$ cat config.mk
export PLATFORM = sky130hd
export DESIGN_NAME = serial_magnitude_comparator
export DESIGN_NICKNAME = d
export VERILOG_FILES = /design/src/rtl/serial_magnitude_comparator.sv
export SDC_FILE = /design/constraint.sdc
export NUM_CORES = 1
export LEC_CHECK = 0
export CAP_MARGIN = 20
export CELL_PAD_IN_SITES_DETAIL_PLACEMENT = 0
export CELL_PAD_IN_SITES_GLOBAL_PLACEMENT = 1
export CORE_ASPECT_RATIO = 2
export CORE_MARGIN = 2
export CORE_UTILIZATION = 45
export DETAILED_ROUTE_END_ITERATION = 10
export DONT_BUFFER_PORTS = 1
export GPL_TIMING_DRIVEN = 0
export PLACE_DENSITY_LB_ADDON = 0.1
export SYNTH_ARGS = -nofsm -noshare
export SYNTH_HDL_FRONTEND = slang
export SYNTH_SLANG_ARGS = --single-unit
$ cat constraint.sdc
create_clock -name clk -period 1.85 [get_ports clk]
set_input_delay 0.37 -clock clk [delete_from_list [all_inputs] [get_ports clk]]
set_output_delay 0.37 -clock clk [all_outputs]
set_load 0.05 [all_outputs]
$ cat src/rtl/serial_magnitude_comparator.sv
// ============================================================================
// serial_magnitude_comparator: bit-serial unsigned a/b compare, MSB first,
// fixed WIDTH-cycle latency.  Revision: 1.0
// ============================================================================
`default_nettype none

module serial_magnitude_comparator #(
  parameter int WIDTH = 8
) (
  input  logic             clk,
  input  logic             rst,
  input  logic             start_i,
  input  logic [WIDTH-1:0] a_i,
  input  logic [WIDTH-1:0] b_i,
  output logic             busy_o,
  output logic             done_o,
  output logic             gt_o,
  output logic             eq_o,
  output logic             lt_o
);

  localparam int CNT_W = (WIDTH > 1) ? $clog2(WIDTH) : 1;

  localparam logic [1:0] S_IDLE  = 2'd0;
  localparam logic [1:0] S_SHIFT = 2'd1;
  localparam logic [1:0] S_DONE  = 2'd2;

  localparam logic [1:0] R_EQ = 2'd0;
  localparam logic [1:0] R_GT = 2'd1;
  localparam logic [1:0] R_LT = 2'd2;

  logic [1:0]       state_q, state_d;
  logic [CNT_W-1:0] cnt_q, cnt_d;
  logic [WIDTH-1:0] a_sh_q, a_sh_d;
  logic [WIDTH-1:0] b_sh_q, b_sh_d;
  logic             decided_q, decided_d;
  logic [1:0]       res_q, res_d;
  logic             busy_q, busy_d;
  logic             done_q, done_d;
  logic             gt_q, gt_d;
  logic             eq_q, eq_d;
  logic             lt_q, lt_d;

  always_comb begin
    state_d   = state_q;
    cnt_d     = cnt_q;
    a_sh_d    = a_sh_q;
    b_sh_d    = b_sh_q;
    decided_d = decided_q;
    res_d     = res_q;
    busy_d    = busy_q;
    done_d    = 1'b0;
    gt_d      = gt_q;
    eq_d      = eq_q;
    lt_d      = lt_q;

    case (state_q)
      S_IDLE, S_DONE: begin
        busy_d  = 1'b0;
        state_d = S_IDLE;
        if (start_i) begin
          a_sh_d    = a_i;
          b_sh_d    = b_i;
          cnt_d     = CNT_W'(WIDTH - 1);
          decided_d = 1'b0;
          res_d     = R_EQ;
          busy_d    = 1'b1;
          state_d   = S_SHIFT;
        end
      end

      S_SHIFT: begin
        // First differing bit from the MSB settles the result; later bits are ignored.
        if (!decided_q && (a_sh_q[WIDTH-1] != b_sh_q[WIDTH-1])) begin
          res_d     = a_sh_q[WIDTH-1] ? R_GT : R_LT;
          decided_d = 1'b1;
        end
        a_sh_d = a_sh_q << 1;
        b_sh_d = b_sh_q << 1;
        if (cnt_q == '0) begin
          state_d = S_DONE;
          busy_d  = 1'b0;
          done_d  = 1'b1;
          gt_d    = (res_d == R_GT);
          eq_d    = (res_d == R_EQ);
          lt_d    = (res_d == R_LT);
        end else begin
          cnt_d = cnt_q - 1'b1;
        end
      end

      default: begin
        state_d = S_IDLE;
        busy_d  = 1'b0;
      end
    endcase
  end

  always_ff @(posedge clk) begin
    if (rst) begin
      state_q   <= S_IDLE;
      cnt_q     <= '0;
      a_sh_q    <= '0;
      b_sh_q    <= '0;
      decided_q <= 1'b0;
      res_q     <= R_EQ;
      busy_q    <= 1'b0;
      done_q    <= 1'b0;
      gt_q      <= 1'b0;
      eq_q      <= 1'b0;
      lt_q      <= 1'b0;
    end else begin
      state_q   <= state_d;
      cnt_q     <= cnt_d;
      a_sh_q    <= a_sh_d;
      b_sh_q    <= b_sh_d;
      decided_q <= decided_d;
      res_q     <= res_d;
      busy_q    <= busy_d;
      done_q    <= done_d;
      gt_q      <= gt_d;
      eq_q      <= eq_d;
      lt_q      <= lt_d;
    end
  end

  assign busy_o = busy_q;
  assign done_o = done_q;
  assign gt_o   = gt_q;
  assign eq_o   = eq_q;
  assign lt_o   = lt_q;

endmodule

`default_nettype wire

After elaboration in Yosys (flattened, before gate mapping)
Index checks and enable logic that the tools add are counted.

Register bits: 29. Bits in latches: 0. Memory bits (writable): 0. ROM bits: 0. Input port bits: 19. Output and inout port bits: 5. Logic and storage cells: 56. Memories: 0.

Add/subtract/negate cells: 1. $mul: 0. Div/mod/pow operators: 0. Order comparisons: 0. Eq/ne operators: 9. Shift operators: 0. Muxes and demuxes: 22. Bitwise gates (word level): 1. Reduce and logical (&&, ||, !) cells: 12.

Operators by type and width (count): one-hot mux 8 bit (2 select lines) (2); two-way mux 8 bit (2); two-way mux 2 bit (5); != test 2 bit (second input constant) (4); one-hot mux 2 bit (2 select lines) (2); two-way mux 1 bit (6); two-way mux 3 bit (2); one-hot mux 3 bit (2 select lines) (1); AND reduction 3 bit (2); equality test 2 x 1 -> 1 bit (second input constant) (2); equality test 2 bit (second input constant) (2); zero test 2 bit (2); one-hot mux 1 bit (2 select lines) (2); AND reduction 2 bit (2); OR reduction 2 bit (2); zero test 3 bit (1); subtractor 3 x 1 -> 3 bit (second input constant) (1); nonzero test 2 bit (1); logical AND 1 bit (1); zero test 1 bit (1); != test 1 bit (1); NOT 1 bit (1).

Logic depth before layout (Yosys ltp)
Gate-level depths: netlist of run 1.

Depth in word-level cells: 5. Gate-level depth with buffers: 6. Mapped depth without buffers: 5.

Worst setup path before layout of run 1
OpenSTA, ideal clock, no wires.

Path kind: register to register. Start point: register cnt_q[0]. End point: register cnt_q[2]. Library setup time: 0.074 ns. Data arrival time: 1.199 ns. Required time: 1.776 ns. Slack: 0.576 ns. Stages on the path, launching flop included: 5. Buffers on the path: 0. Period minus slack after synthesis: 1.274 ns. Cells stage by stage: dfxtp_1 -> inv_1 -> ha_1 -> or4_1 -> a31oi_1.

Longest elaborated chain between the ends: 3. Elaborated cells on any way between the ends: 6. Classes of those cells: add/sub (1); eq/ne (1); mux (2); reduce/logical (2).

RTL lines: from (decl) (line 33) `logic [CNT_W-1:0] cnt_q, cnt_d;`; from (signal assigned) (line 114) `cnt_q <= cnt_d;`; subtractor 3 x 1 -> 3 bit or zero test 3 bit (tied branches) (line 88, 80); two-way mux 3 bit or != test 2 bit (tied branches); one-hot mux 3 bit (2 select lines) or AND reduction 3 bit (tied branches).

Several ways; a longest one is shown, not always the timed one. The select of a mux whose other input is x is not followed. A chain may end at the register's enable or synchronous reset.

Final worst setup path of run 1
Start point: register cnt_q[1]. End point: register cnt_q[1].

Same word-level chain as after synthesis.

==> impl_metrics.yaml, run 1 <==
power_and_ir_drop:
  power.switching_mw: 0.461
  combPwrFrac_pct: 16.3
  power.internal_mw: 1.05
  cellLeakagePower_nw: 0.490
  powerDensity_nw_per_um2: 1130
  clock_power_share_pct: 33.5
  pwr-share-seq_pct: 50.2
  swShare_pct: 30.5
  peakVddDrop_mv: 0.602
global_route:
  grt_pass1_wl_um: 5020
  gr-usage-all-layers_pct: 22.8
  grt_max_degree: 11
  grt_overflow: 0
  grt_pass1_vias: 1125
  antenna_found_initial: 0
worst_setup_path:
  cpPeakStageDelay_ns: 0.35
  crit_family: "compound AO/OA/AOI/OAI gates"
  worstSetupPathDepth: 6
  critPathMaxFanout: 8
  path_cells: "inv_1 > ha_1 > nand2b_1 > clkbuf_1 > a211oi_1 > a311oi_1"
  worstRegToRegCells: 6
  start_kind: "flip-flop"
  cp.arrival_ns: 1.62
  required_ns: 2.04
  worstSetupEndpointType: "flip-flop"
  cp_slowest_cell: "dfxtp_1"
  crit_type: "reg2reg"
  cp.buffers_inverters: 2
clock_network:
  clockRootBuffer: "clkbuf_8"
  clock_sinks: 29
  cts_tree: "built"
  cts_setup_buffers: 0
  numCtsBuffers: 5
  cts_htree_levels: 2
  cts_resized: 0
  clock_path_buffers: 2
  worstSkewPairLatency_ns: 0.29
  holdBufCountCts: 0
  path_clk_slew_ns: 0.06
run:
  cap_violations: 0
synthesis:
  synth_edf_count: 0
  syn-cell-area_um2: 1220
  avgSynthCellArea_um2: 8.61
  yosysTopAreaCellShare_pct: 47.5
  syn-num-nets: 163
  async_flop_share_pct: 0
  synth_cell_types: 29
  yosys.area.top_type: "dfxtp_1"
  ys_top_cells_by_area: "dfxtp_1 (47%), nor3_1 (12%), o22ai_1 (6.7%), a21oi_1 (3.7%), buf_2 (3.3%)"
  ys.flop_type: "dfxtp_1"
  yosysWarnings: 0
  ys_seq_elements: 29
  netlist_instances: 142
  yosysSeqAreaShare_pct: 47.5
timing:
  fin_crit_ns: 1.43
  relSlewSlack_pct: 61.7
  finalClockSkew_ns: 0.00702
  finalMaxSlewViolations: 0
  worst_pin_slew_ns: 0.574
  fin_setup_tns_ns: 0
  final_hold_viol_count: 0
  setup_viol: 0
  period_share_pct: 77.4
  clock.fmax_ghz: 0.698
  grt_setup_unrepaired: "false"
layout:
  drive_gt1_share_pct: 12.7
  finalInstanceArea_um2: 1340
  layout_common_cells: "nor3_1 (29), dfxtp_1 (29), o22ai_1 (13), a21oi_1 (9), buf_2 (8)"
  nets: 170
  antennaDiodeCount: 0
  stdcell_count: 178
  area_growth_pct: 9.62
drt:
  wl_per_cell_um: 16.6
  wirelength_um: 2950
  antenna_left: 0
  dr.pass1.iters: 4
  drt_iter0_drc: 33
  viasPerCell: 6.06
  drc: 0
  vias: 1079
die:
  die_y_um: 77.7
  die_w_um: 40.9
  placementRows: 26
  die_area_um2: 3170
  ios: 24
  start_util_pct: 47.6
  core_area_um2: 2570
placement:
  dp.cells: 170
  port_buffers: 0
  placed_cell_area_um2: 1260
  hpwl_um: 2080
  gp_congestion: 0.774
worst_hold_path:
  hold_depth: 2
  hold_path_class: "in2reg"
run_status:
  outcome: "finished, final reports clean"
[registers in the layout, indices dropped and copies added (netlist names)]
register	flops
eq_o	1
lt_o	1
busy_o	1
decided_q	1
cnt_q	3
done_o	1
state_q	2
a_sh_q	8
b_sh_q	8
res_q	2
gt_o	1
[stage by stage]
stage	worst slack (ns)	hold WS [ns]	power [mW]	utilization [%]
floorplan	0.576	0.447	0.956	-
CTS	0.396	0.213	1.52	52.1
global route	0.219	0.215	1.59	52.1
global placement	0.386	0.466	1.01	48.9
detailed placement	0.339	0.469	1.02	48.9
finish	0.418	0.223	1.51	52.1
[power by group through the flow]
stage	combinational, mW	clock [mW]	sequential [mW]
6_report	0.246	0.506	0.757
5_1_grt	0.281	0.546	0.767
4_1_cts	0.250	0.516	0.758
3_5_place_dp	0.248	0	0.771
3_3_place_gp	0.242	0	0.769
2_1_floorplan	0.198	0	0.758
[worst reg2reg max path: cells and delay by family, from the launching register on]
kind	cells	cell delay, ns
buffers and inverters	2	0.32
flip-flops	1	0.35
adder cells (fa/ha/maj)	1	0.20
AO/OA/AOI/OAI	2	0.39
AND/OR/NAND/NOR	1	0.07
[kinds of logic (layout without fill, tap and decap cells)]
group | after synthesis | after routing | share of synthesized area (%)
simple gates | 53 | 53 | 22.7
compound gates | 40 | 40 | 20.5
flops | 29 | 29 | 47.5
buf+inv | 16 | 24 | 5.73
fa+ha+maj | 2 | 2 | 2.05
xor+xnor | 1 | 1 | 0.717
mux | 1 | 1 | 0.819
[routing by layer]
metal	vias up	routed length, um	GRT usage, %
met5	-	0	0
met4	0	67	10.0
met3	7	108	6.00
met2	24	1600	37.5
met1	515	1180	25.3
li1	533	-	-
[area by class of cell]
type                            instances  area (um2)
Clock inverter                          2        10.0
Inverter                                4        15.0
Fill cell                             267        1230
Tap cell                               28        35.0
Sequential cell                        29         581
Multi-Input combinational cell         97         572
Buffer                                 12        55.1
Clock buffer                            6        72.6
[cells in the mapped netlist, types with 2 or more instances]
cell type	instances
nand2b_1	5
inv_1	4
dfxtp_1	29
nor2b_1	3
a31oi_1	2
nor3_1	29
a311oi_1	2
nand2_1	5
nor2_1	4
o22ai_1	13
o21ai_0	7
clkbuf_1	3
a211oi_1	2
a21oi_1	9
a31o_2	2
buf_2	8
ha_1	2
nand3_1	2
[path summary, 6_finish.rpt]
path,from,to,slack [ns]
min,a_i[0],a_sh_q[0]$_SDFFE_PP0P_,0.22
max,cnt_q[1]$_SDFFE_PP0P_,cnt_q[1]$_SDFFE_PP0P_,0.42
min reg2reg,a_sh_q[0]$_SDFFE_PP0P_,a_sh_q[0]$_SDFFE_PP0P_,0.48
max reg2reg,cnt_q[1]$_SDFFE_PP0P_,cnt_q[1]$_SDFFE_PP0P_,0.42
No activity file was read; power rests on OpenSTA's default activity.
==> run 2, diff against run 1 <==
- clock period: 1.85 -> 1.5 ns (I/O delays scaled with it)
==> run 2 against run 1 <==
Against the previous run:
- critical path depth is 2 lower
- routed wire length is 0.68% lower
- core utilization is 0.15 points lower
- flip-flop and latch count stayed put
==> impl_metrics.yaml, run 2 (synthesized netlist as in run 1, its figures left out) <==
worst_setup_path:
  worstSetupEndpointType: "flip-flop"
  crit_type: "reg2reg"
  cp.buffers_inverters: 1
  path_cells: "inv_1 > ha_1 > or4_1 > a31oi_1"
  cp_slowest_cell: "or4_1"
  cp.arrival_ns: 1.58
  critPathMaxFanout: 3
  required_ns: 1.71
  crit_family: "simple AND/OR/NAND/NOR gates"
  start_kind: "flip-flop"
  cpPeakStageDelay_ns: 0.51
clock_network:
  clock_sinks: 29
  cts_resized: 0
  cts_htree_levels: 2
  cts_setup_buffers: 0
  clock_path_buffers: 2
  cts_tree: "built"
  worstSkewPairLatency_ns: 0.29
  path_clk_slew_ns: 0.06
  clockRootBuffer: "clkbuf_8"
  holdBufCountCts: 0
  numCtsBuffers: 5
drt:
  drc: 0
  dr.pass1.iters: 4
  wl_per_cell_um: 16.6
  antenna_left: 0
  drt_iter0_drc: 17
  viasPerCell: 6.13
  vias: 1085
  wirelength_um: 2930
power_and_ir_drop:
  cellLeakagePower_nw: 0.489
  powerDensity_nw_per_um2: 1390
  total_power_mw: 1.86
  peakVddDrop_mv: 0.742
layout:
  stdcell_count: 177
  reg.largest.list: "a_sh_q: 8 flops, b_sh_q: 8 flops, cnt_q: 3 flops"
  nets: 169
  layout_common_cells: "nor3_1 (29), dfxtp_1 (29), o22ai_1 (13), a21oi_1 (9), buf_2 (8)"
  fillers: 267
  final-seq-area_um2: 581
  drive_gt1_share_pct: 12.8
  antennaDiodeCount: 0
  area_growth_pct: 9.31
  multi_input_area_um2: 572
timing:
  finalClockSkew_ns: 0.00691
  clock.fmax_ghz: 0.728
  final_hold_viol_count: 0
  relSlewSlack_pct: 63.8
  setup_viol: 0
  worst_pin_slew_ns: 0.544
  period_share_pct: 91.5
  grt_setup_unrepaired: "false"
  fin_setup_tns_ns: 0
  fin_crit_ns: 1.37
  finalMaxSlewViolations: 0
die:
  die_area_um2: 3170
  ios: 24
  die_w_um: 40.9
  start_util_pct: 47.6
  placementRows: 26
  die_y_um: 77.7
  core_area_um2: 2570
run:
  cap_violations: 0
placement:
  hpwl_um: 2080
  dp.cells: 170
  gp_congestion: 0.774
  port_buffers: 0
global_route:
  grt_pass1_wl_um: 5020
  antenna_found_initial: 0
  grt_pass1_vias: 1125
  grt_overflow: 0
  gr-usage-all-layers_pct: 22.8
  grt_max_degree: 11
run_status:
  outcome: "finished, final reports clean"
worst_hold_path:
  hold_path_class: "in2reg"
run 2: path summary, 6_finish.rpt:
path / end / depth (start not counted) / startpoint / slack, ns
min reg2reg: b_sh_q[1]$_SDFFE_PP0P_ / 2 / b_sh_q[0]$_SDFFE_PP0P_ / 0.48
min: a_sh_q[0]$_SDFFE_PP0P_ / 2 / a_i[0] / 0.15
max: cnt_q[2]$_SDFFE_PP0P_ / 4 / cnt_q[1]$_SDFFE_PP0P_ / 0.13
max reg2reg: cnt_q[2]$_SDFFE_PP0P_ / 4 / cnt_q[1]$_SDFFE_PP0P_ / 0.13
run 2: area by class of cell:
cell class / count / share of cell area, %
inverters: 4 / 1.12
flip-flops and latches: 29 / 43.4
multi-input cells: 97 / 42.8
plain buffers: 11 / 3.84
clock inverters: 2 / 0.749
well taps: 28 / 2.62
clock buffers: 6 / 5.43
run 2: routing by layer:
metal  vias up  part of all wire, %  GRT usage, %
met1       514                   39          25.3
met5         -                    0             0
met3         7                  4.0          6.00
met2        32                   54          37.5
li1        532                    -             -
met4         0                  2.5          10.0
run 2: metrics by stage:
stage	instance area [um2]	setup slack, ns	utilization (%)	hold WS (ns)
2_1_floorplan	1220	0.226	-	0.436
5_1_grt	1340	0.00503	52.0	0.145
6_report	1340	0.127	52.0	0.151
3_3_place_gp	1260	0.103	48.9	0.441
3_5_place_dp	1260	0.0593	48.9	0.444
4_1_cts	1340	0.0464	52.1	0.143
run 2: where the power goes:
part           switching [mW]  leakage, nW  internal (mW)  total (mW)
clock network           0.304       0.0450          0.321       0.624
registers              0.0864        0.239          0.847       0.933
logic                   0.177        0.205          0.124       0.301
